`src/rtl/float_type.sv`:
```
// float_type: shared FP32 result types for the multiplier capture path.
//   type_of_float : classification of an FP32 bit pattern
//   fq_entry_t    : one queued result {result, flags {N,O,U}, class}
//   FQ_U/FQ_O/FQ_N: bit positions of the flags inside fq_entry_t.flags
package float_type;

  typedef enum logic [2:0] {
    ZERO              = 3'd0,
    denormalized      = 3'd1,
    normalized        = 3'd2,
    positive_infinity = 3'd3,
    negative_infinity = 3'd4,
    NaN               = 3'd5
  } type_of_float;

  typedef struct packed {
    logic [31:0]  result;
    logic [2:0]   flags;
    type_of_float cls;
  } fq_entry_t;

  localparam int unsigned FQ_U = 0;
  localparam int unsigned FQ_O = 1;
  localparam int unsigned FQ_N = 2;

endpackage

```
`src/rtl/fp_classify.sv`:
```
// fp_classify: purely combinational FP32 bit-pattern classifier.
//   fp_in  : 32-bit IEEE-754 single-precision pattern
//   fp_cls : resulting type_of_float
module fp_classify
  import float_type::*;
(
  input  logic [31:0]  fp_in,
  output type_of_float fp_cls
);

  logic        sign_w;
  logic [7:0]  exp_w;
  logic [22:0] mant_w;

  assign sign_w = fp_in[31];
  assign exp_w  = fp_in[30:23];
  assign mant_w = fp_in[22:0];

  always_comb begin
    fp_cls = normalized;
    if (exp_w == 8'h00) begin
      fp_cls = (mant_w == '0) ? ZERO : denormalized;
    end else if (exp_w == 8'hFF) begin
      if (mant_w != '0) begin
        fp_cls = NaN;
      end else begin
        fp_cls = sign_w ? negative_infinity : positive_infinity;
      end
    end
  end

endmodule

```
`src/rtl/fp_result_queue.sv`:
```
// fp_result_queue: capture FIFO behind the FP32 multiplier.
//   in_valid/in_ready/in_result/in_u/in_o/in_n : upstream handshake + data
//   out_valid/out_ready/out_result/out_flags/out_class : head of queue
//     (head data reads as zero / ZERO while the queue is empty)
//   level      : occupancy, 0..DEPTH
//   clr_sticky : clears sticky flags (a same-cycle flagged accept wins)
//   sticky_*   : sticky exception flags
//   *_cnt      : saturating per-flag event counters
module fp_result_queue
  import float_type::*;
#(
  parameter int unsigned DEPTH = 4,
  parameter int unsigned CNT_W = 16
) (
  input  logic                     clk,
  input  logic                     rst,
  input  logic                     in_valid,
  output logic                     in_ready,
  input  logic [31:0]              in_result,
  input  logic                     in_u,
  input  logic                     in_o,
  input  logic                     in_n,
  output logic                     out_valid,
  input  logic                     out_ready,
  output logic [31:0]              out_result,
  output logic [2:0]               out_flags,
  output type_of_float             out_class,
  output logic [$clog2(DEPTH):0]   level,
  input  logic                     clr_sticky,
  output logic                     sticky_u,
  output logic                     sticky_o,
  output logic                     sticky_n,
  output logic [CNT_W-1:0]         unf_cnt,
  output logic [CNT_W-1:0]         ovf_cnt,
  output logic [CNT_W-1:0]         nan_cnt
);

  localparam int unsigned PW = $clog2(DEPTH);
  localparam int unsigned LW = PW + 1;
  localparam logic [LW-1:0] DEPTH_L = LW'(DEPTH);

  fq_entry_t           mem_q [DEPTH];
  fq_entry_t           mem_d [DEPTH];
  logic [PW-1:0]       wr_ptr_q, wr_ptr_d;
  logic [PW-1:0]       rd_ptr_q, rd_ptr_d;
  logic [LW-1:0]       level_q, level_d;
  logic [2:0]          sticky_q, sticky_d;
  logic [CNT_W-1:0]    unf_cnt_q, unf_cnt_d;
  logic [CNT_W-1:0]    ovf_cnt_q, ovf_cnt_d;
  logic [CNT_W-1:0]    nan_cnt_q, nan_cnt_d;

  logic                accept;
  logic                pop;
  logic [2:0]          in_flags;
  type_of_float        in_cls;
  fq_entry_t           wr_entry;
  fq_entry_t           head;

  fp_classify u_classify (
    .fp_in  (in_result),
    .fp_cls (in_cls)
  );

  function automatic logic [CNT_W-1:0] sat_inc(input logic [CNT_W-1:0] c,
                                               input logic en);
    return (en && (c != '1)) ? c + CNT_W'(1) : c;
  endfunction

  assign in_flags = {in_n, in_o, in_u};
  assign wr_entry = '{result: in_result, flags: in_flags, cls: in_cls};

  assign in_ready  = (level_q < DEPTH_L);
  assign out_valid = (level_q != '0);
  assign accept    = in_valid && in_ready;
  assign pop       = out_valid && out_ready;

  // The head slot is never overwritten while occupied (no push when full),
  // so a direct read of mem_q[rd_ptr_q] is stable until the next pop.
  assign head       = mem_q[rd_ptr_q];
  assign out_result = out_valid ? head.result : '0;
  assign out_flags  = out_valid ? head.flags  : '0;
  assign out_class  = out_valid ? head.cls    : ZERO;
  assign level      = level_q;

  assign sticky_u = sticky_q[FQ_U];
  assign sticky_o = sticky_q[FQ_O];
  assign sticky_n = sticky_q[FQ_N];
  assign unf_cnt  = unf_cnt_q;
  assign ovf_cnt  = ovf_cnt_q;
  assign nan_cnt  = nan_cnt_q;

  always_comb begin
    mem_d    = mem_q;
    wr_ptr_d = wr_ptr_q;
    rd_ptr_d = rd_ptr_q;
    level_d  = level_q;

    if (accept) begin
      mem_d[wr_ptr_q] = wr_entry;
      wr_ptr_d        = wr_ptr_q + PW'(1);
    end
    if (pop) begin
      rd_ptr_d = rd_ptr_q + PW'(1);
    end

    unique case ({accept, pop})
      2'b10:   level_d = level_q + LW'(1);
      2'b01:   level_d = level_q - LW'(1);
      default: level_d = level_q;
    endcase

    // Clear first, then OR in new flags so a same-cycle set wins.
    sticky_d = (clr_sticky ? 3'b000 : sticky_q) | (accept ? in_flags : 3'b000);

    unf_cnt_d = sat_inc(unf_cnt_q, accept && in_u);
    ovf_cnt_d = sat_inc(ovf_cnt_q, accept && in_o);
    nan_cnt_d = sat_inc(nan_cnt_q, accept && in_n);
  end

  // Storage carries no reset; entries are only observable behind level_q.
  always_ff @(posedge clk) begin
    if (!rst) begin
      mem_q <= mem_d;
    end
  end

  always_ff @(posedge clk) begin
    if (rst) begin
      wr_ptr_q  <= '0;
      rd_ptr_q  <= '0;
      level_q   <= '0;
      sticky_q  <= '0;
      unf_cnt_q <= '0;
      ovf_cnt_q <= '0;
      nan_cnt_q <= '0;
    end else begin
      wr_ptr_q  <= wr_ptr_d;
      rd_ptr_q  <= rd_ptr_d;
      level_q   <= level_d;
      sticky_q  <= sticky_d;
      unf_cnt_q <= unf_cnt_d;
      ovf_cnt_q <= ovf_cnt_d;
      nan_cnt_q <= nan_cnt_d;
    end
  end

endmodule

```
`config.mk`:
```
export PLATFORM = sky130hd
export DESIGN_NAME = fp_result_queue
export DESIGN_NICKNAME = d
export VERILOG_FILES = /design/src/rtl/float_type.sv /design/src/rtl/fp_classify.sv /design/src/rtl/fp_result_queue.sv
export SDC_FILE = /design/constraint.sdc
export NUM_CORES = 1
export LEC_CHECK = 0
export ABC_AREA = 1
export BUFFER_PORTS_ARGS = -buffer_cell sky130_fd_sc_hd__buf_2
export CORE_ASPECT_RATIO = 0.7
export CORE_MARGIN = 1
export CORE_UTILIZATION = 50
export DETAILED_ROUTE_END_ITERATION = 8
export PLACE_DENSITY = 0.71
export SYNTH_ARGS = -nofsm -noshare
export SYNTH_HDL_FRONTEND = slang
export SYNTH_SLANG_ARGS = --single-unit
```
`constraint.sdc`:
```
create_clock -name clk -period 6.77 [get_ports clk]
set_clock_uncertainty 0.1 [all_clocks]
set_input_delay 0.3385 -clock clk [delete_from_list [all_inputs] [get_ports clk]]
set_output_delay 0.3385 -clock clk [all_outputs]
set_load 0.05 [all_outputs]
```
; ---- After elaboration in Yosys (flattened, before gate mapping)
; Cells that the tools add are included.
[totals]
reg_bits = 210
output_inout_bits = 94
[op_classes]
n_lt_le_gt_ge = 4
reduce_logical = 15
addsub = 7
eq_ne = 6
bitwise = 4
n_mux = 17
[op_table]
columns = operator, n
row1 = $bwmux W152, 1
row2 = $mux W38, 3
row3 = $bmux W38 S2, 1
row4 = $demux W38 S2, 1
row5 = $add A16 B1 Y16 const B, 3
row6 = $ne A16 B16 Y1 const B, 3
row7 = $mux W32, 1
row8 = $mux W3, 8
row9 = $logic_not A23 Y1, 1
row10 = $reduce_bool A23 Y1, 1
row11 = $logic_and A1 B1 Y1, 9
row12 = $eq A8 B8 Y1 const B, 1
row13 = $logic_not A8 Y1, 1
row14 = $ge A3 B3 Y1 const B, 2
row15 = $not A2 Y3, 2
row16 = $pmux W3 S2, 1
row17 = $add A2 B1 Y2 const B, 2
row18 = $add A3 B1 Y3 const B, 1
row19 = $lt A3 B1 Y1 const B, 1
row20 = $lt A3 B3 Y1 const B, 1
row21 = $or A3 B3 Y3, 1
row22 = $reduce_bool A3 Y1, 1
row23 = $sub A3 B1 Y3 const B, 1
row24 = $eq A2 B1 Y1 const B, 1
row25 = 5 further kinds, 5

; ---- Depth between registers and ports, before layout
[logic_depth]
depth_word = 6
depth_mapped = 9

; ---- Modules after synthesis
; Synthesis repeated with hierarchy kept, for this count alone.
[unflattened]
cells_unflattened = 981
area_unflattened_um2 = 9268.9
[by_module_without_submodules]
columns = mod, cells_per_inst, n_inst, area_per_inst_um2
row1 = fp_result_queue, 944, 1, 9098.7
row2 = fp_classify, 37, 1, 170.2

; ---- Least setup slack after synthesis
; Ideal clock, no wire load.
[synth_timing]
path_type = register to register
startpoint = reg level_q[2] (netlist: level[2])
endpoint = reg mem_q[0] (netlist bit), enable pin
n_path_buf = 0
t_arrival_ns = 2.713
slack_ns = 3.524
stages_incl_launch_ff = 4
setup_ns = 0.433
cell_sequence = dfxtp_1 inv_2 nand3_1 nor2_1
[synth_via]
elab_chain_len = 3
[synth_lines]
columns = element, line_no
row1 = start: declaration, fp_result_queue.sv:46  ; logic [LW-1:0] level_q, level_d;
row2 = start signal: assignment, fp_result_queue.sv:139  ; level_q <= level_d;
row3 = $lt A3 B3 Y1, fp_result_queue.sv:72  ; assign in_ready = (level_q < DEPTH_L);
row4 = via in_ready, fp_result_queue.sv:18  ; output logic in_ready,
row5 = $logic_and A1 B1 Y1, fp_result_queue.sv:74  ; assign accept = in_valid && in_ready;
row6 = $reduce_and A2 Y1 (no source line), -
row7 = end signal: assignment, fp_result_queue.sv:123  ; mem_q <= mem_d;
row8 = end: declaration, fp_result_queue.sv:42  ; fq_entry_t mem_q [DEPTH];
; The timed path passes the listed nets, and every way through them passes these cells.
; A chain may end at the register's enable or synchronous reset.

; ---- Worst setup path in the final report
[layout_timing]
startpoint = reg rd_ptr_q[1]
endpoint = out out_result[20]
[layout_via]
elab_chain_len = 5
[layout_lines]
columns = element, line_no
row1 = start: declaration, fp_result_queue.sv:45  ; logic [PW-1:0] rd_ptr_q, rd_ptr_d;
row2 = start signal: assignment, fp_result_queue.sv:138  ; rd_ptr_q <= rd_ptr_d;
row3 = $not A2 Y3 (not written as such), fp_result_queue.sv:79  ; assign head = mem_q[rd_ptr_q];
row4 = $bmux W38 S2, fp_result_queue.sv:79
row5 = $mux W38 (not written as such) (2 in a row), fp_result_queue.sv:79
row6 = $mux W32, fp_result_queue.sv:80  ; assign out_result = out_valid ? head.result : '0;
row7 = end: declaration, fp_result_queue.sv:25  ; output logic [31:0] out_result,
; Every way passes these cells. The select of a mux whose other input is x is not followed.

==> results by group <==
Run
  • Max Cap Viol: 0

Finish
  • Area growth, synth to finish: 19.9%
  • Nets: 1,208
  • Ant. Diodes: 0
  • Fillers: 1,526
  • FF/Latch Area: 0.00573 mm2
  • Share of post-route cells with drive strength above 1: 17.3%
  • Fin util: 61.6%
  • Area of the multi-input gates: 0.00321 mm2
  • Most frequent cells in the layout: 288 x nor2_1, 152 x edfxtp_1, 138 x nand2_1
  • Most common cell after layout, fill and taps aside: nor2_1

Place
  • Post-DP HPWL: 13,400 um
  • Port Buffer Count: 133
  • RePlAce Congestion: 0.905

Power and ir drop
  • Sw Share: 39.8%
  • Pwr dens: 360 mW/mm2
  • Total power: 4.02 mW
  • Clock power share: 29.0%
  • Internal Pwr Total: 2.42 mW
  • Sequential power share: 36.9%
  • Sw Pwr: 1.60 mW
  • Peak VDD IR: 407 uV
  • Leakage power: 4.40 nW
  • Comb pwr share: 34.0%

Route
  • Antenna-violating nets left: 0
  • Pre-antenna DRT Iters: 5
  • Remaining DRCs: 0
  • Post-DR vias/cell: 5.25
  • WL met2: 9260 um
  • First DRT Iteration DRCs: 740
  • Top Metal Used: met4
  • DR WL met3: 1320 um
  • WL met1: 10,400 um
  • Routed wire length: 21,400 um
  • Vias: 7,403
  • Wirelength per Cell: 15.2 um

Worst hold path
  • Worst Hold Class: input pin to flop
  • Min-delay src: in_result[2]
  • WHS Endpoint: mem_q[46]$_DFFE_PP_
  • Hold Crit Depth: 1

Timing
  • RSZ-0062 raised after global routing: no
  • Period utilization: 47.4%
  • Fin crit period: 3.21 ns
  • Max Slew Vio Count: 0
  • Hold violation total from the final report: 0
  • Relative slew slack: 18.8%
  • Setup Viol. Count Final: 0
  • Worst Tran Pin Value: 1.22 ns
  • TNS Setup: 0 ns
  • Fmax: 311 MHz

Synth
  • Post-synthesis sequential area ratio: 61.5%
  • Synth top area share: 49.1%
  • Mux share of post-synthesis cell area: 0%
  • Syn Area/Cell: 9.26 um2
  • Post-synthesis adder-cell area fraction: 1.29%
  • Register bit total from synthesis: 210
  • Synth Area in Simple Gates: 23.5%
  • Complex-gate fraction of the synthesized area: 9.16%
  • Cell Area, Synth: 0.00930 mm2
  • Synth area leader: edfxtp_1
  • Xor/xnor share of the synthesized area: 0.188%
  • Synth Net Count: 1,054
  • Ys async rst share: 0%
  • Synth warn: 0
  • Top post-synthesis cells by area: edfxtp_1 49%, dfxtp_1 12%, nor2_1 12%, nand2_1 5.6%, o21ai_0 4.7%
  • Top_reg_cell synth: edfxtp_1
  • Library cells used by synthesis: 33
  • Number of synthesized flops with an enable pin: 152
  • Largest family of logic cells by synthesized area: simple AND/OR/NAND/NOR gates
  • Cells after synthesis: 1,005

CTS
  • # Post-CTS Setup Buffers: 0
  • CTS HTree Levels: 1
  • CTS tree: yes
  • Clock transition at path regs: 0.06 ns
  • PostCTS Resize Cnt: 0
  • CTS Buf Count: 21
  • Clock Latency Late Sink: 0.49 ns
  • Hold buffer count at cts: 29
  • Sink Count: 210
  • CTS Buffer Depth: 3
  • Clk root buf: clkbuf_16

Status
  • Status: finished, final reports clean

Floorplanning
  • Num ports: 134
  • Core area: 0.0181 mm2
  • Die Y: 116 um
  • Row count: 41
  • Die area: 0.0192 mm2
  • Die X: 165 um
  • Starting Density: 51.4%

Setup path
  • CP Class: flop to output port
  • FF-to-FF End: mem_q[50]$_DFFE_PP_
  • Flop2flop setup slack: 4.38 ns
  • Crit Reg-Reg Startpoint: level[2]$_SDFFE_PP0P_
  • Critical path startpoint category: flop
  • WP data arrival: 2.77 ns
  • Crit-path cells: buf_4 > inv_1 > buf_4 > nor2_1 > o21ai_0 > a21oi_1 > buf_2
  • Crit path top cell by count: buf_4
  • R2R depth: 3
  • Worst-path maximum fanout: 39
  • Crit path capture type: output port
  • Slowest cell on crit path: inv_1
  • CP peak stage delay: 0.43 ns
  • CP Data Required Time: 6.33 ns

Global routing
  • Vias in the first global route: 6,531
  • Initial antenna violation count: 0
  • Maximum number of pins on one net before global-route repair: 80
  • GR Overflow Total: 0
  • Overall routing resource usage: 22.4%
  • First-pass GRT wire length: 33,800 um
## power groups by stage
stage	Clock, mW	Combinational [mW]	Sequential [mW]
after floorplan	0	0.978	1.56
after global placement	0	1.35	1.51
after detailed placement	0	1.36	1.51
after CTS	1.19	1.37	1.48
after global routing	1.23	1.47	1.49
final	1.17	1.37	1.48
## stage by stage
| step | worst slack, ns | area, um2 | cells | hold slack [ns] |
|---|---|---|---|---|
| 2_1_floorplan | 3.52 | 9300 | 1005 | 0.337 |
| 3_3_place_gp | 4.23 | 10200 | 1343 | 0.351 |
| 3_5_place_dp | 4.11 | 10200 | 1343 | 0.359 |
| 4_1_cts | 3.53 | 11200 | 1409 | 0.00181 |
| 5_1_grt | 3.35 | 11200 | 1409 | 0.00622 |
| 6_report | 3.56 | 11200 | 1409 | 0.0127 |
## per-layer routing
metal / vias to the layer above / GRT usage, %
met5: - / 0
met3: 31 / 3.23
met4: 0 / 5.63
li1: 3702 / -
met2: 253 / 32.8
met1: 3417 / 35.1
## area by class of cell
type	instances	share of cell area [%]
flip-flops and latches	210	51.3
repair buffers	170	9.11
clock inverters	15	1.45
clock buffers	22	4.74
well taps	236	2.65
multi-input cells	698	28.8
inverters	58	1.95
## cells in the mapped netlist (5+ instances only)
cell type,count
nor2_1,292
edfxtp_1,152
ha_1,8
nand4_1,10
o21ai_0,88
a21oi_1,81
dfxtp_1,58
nand2_1,138
clkbuf_1,20
inv_1,52
nand3_1,49
buf_2,12
inv_2,5
## worst max-delay path, delay by kind of cell (launching register included)
kind	cells	cell delay [ns]
flops	1	0.31
simple gates	1	0.11
buf+inv	4	1.49
compound gates	2	0.33
## sequential cells by signal, summed over array words and instances (netlist names)
register  count
rd_ptr_q      2
unf_cnt      16
mem_q       152
level         3
ovf_cnt      16
sticky_q      3
nan_cnt      16
wr_ptr_q      2
## how the worst max path moves through the flow
stage,start,endpoint,slack [ns]
after floorplan,level[2]$_SDFFE_PP0P_,mem_q[0]$_DFFE_PP_,3.52
after global placement,rd_ptr_q[1]$_SDFFE_PP0P_,out_result[25],4.23
after detailed placement,rd_ptr_q[1]$_SDFFE_PP0P_,out_result[20],4.11
after CTS,rd_ptr_q[1]$_SDFFE_PP0P_,out_result[20],3.53
after global routing,rd_ptr_q[1]$_SDFFE_PP0P_,out_result[20],3.35
final,rd_ptr_q[1]$_SDFFE_PP0P_,out_result[20],3.56
## kinds of logic after synthesis
family	Yosys count
AOI/OAI and AO/OA	170
buffers and inverters	97
and+or+nand+nor	517
xor gates and xnor gates	2
DFF	210
adders and majority gates	9
No activity file was read; power rests on OpenSTA's default activity.
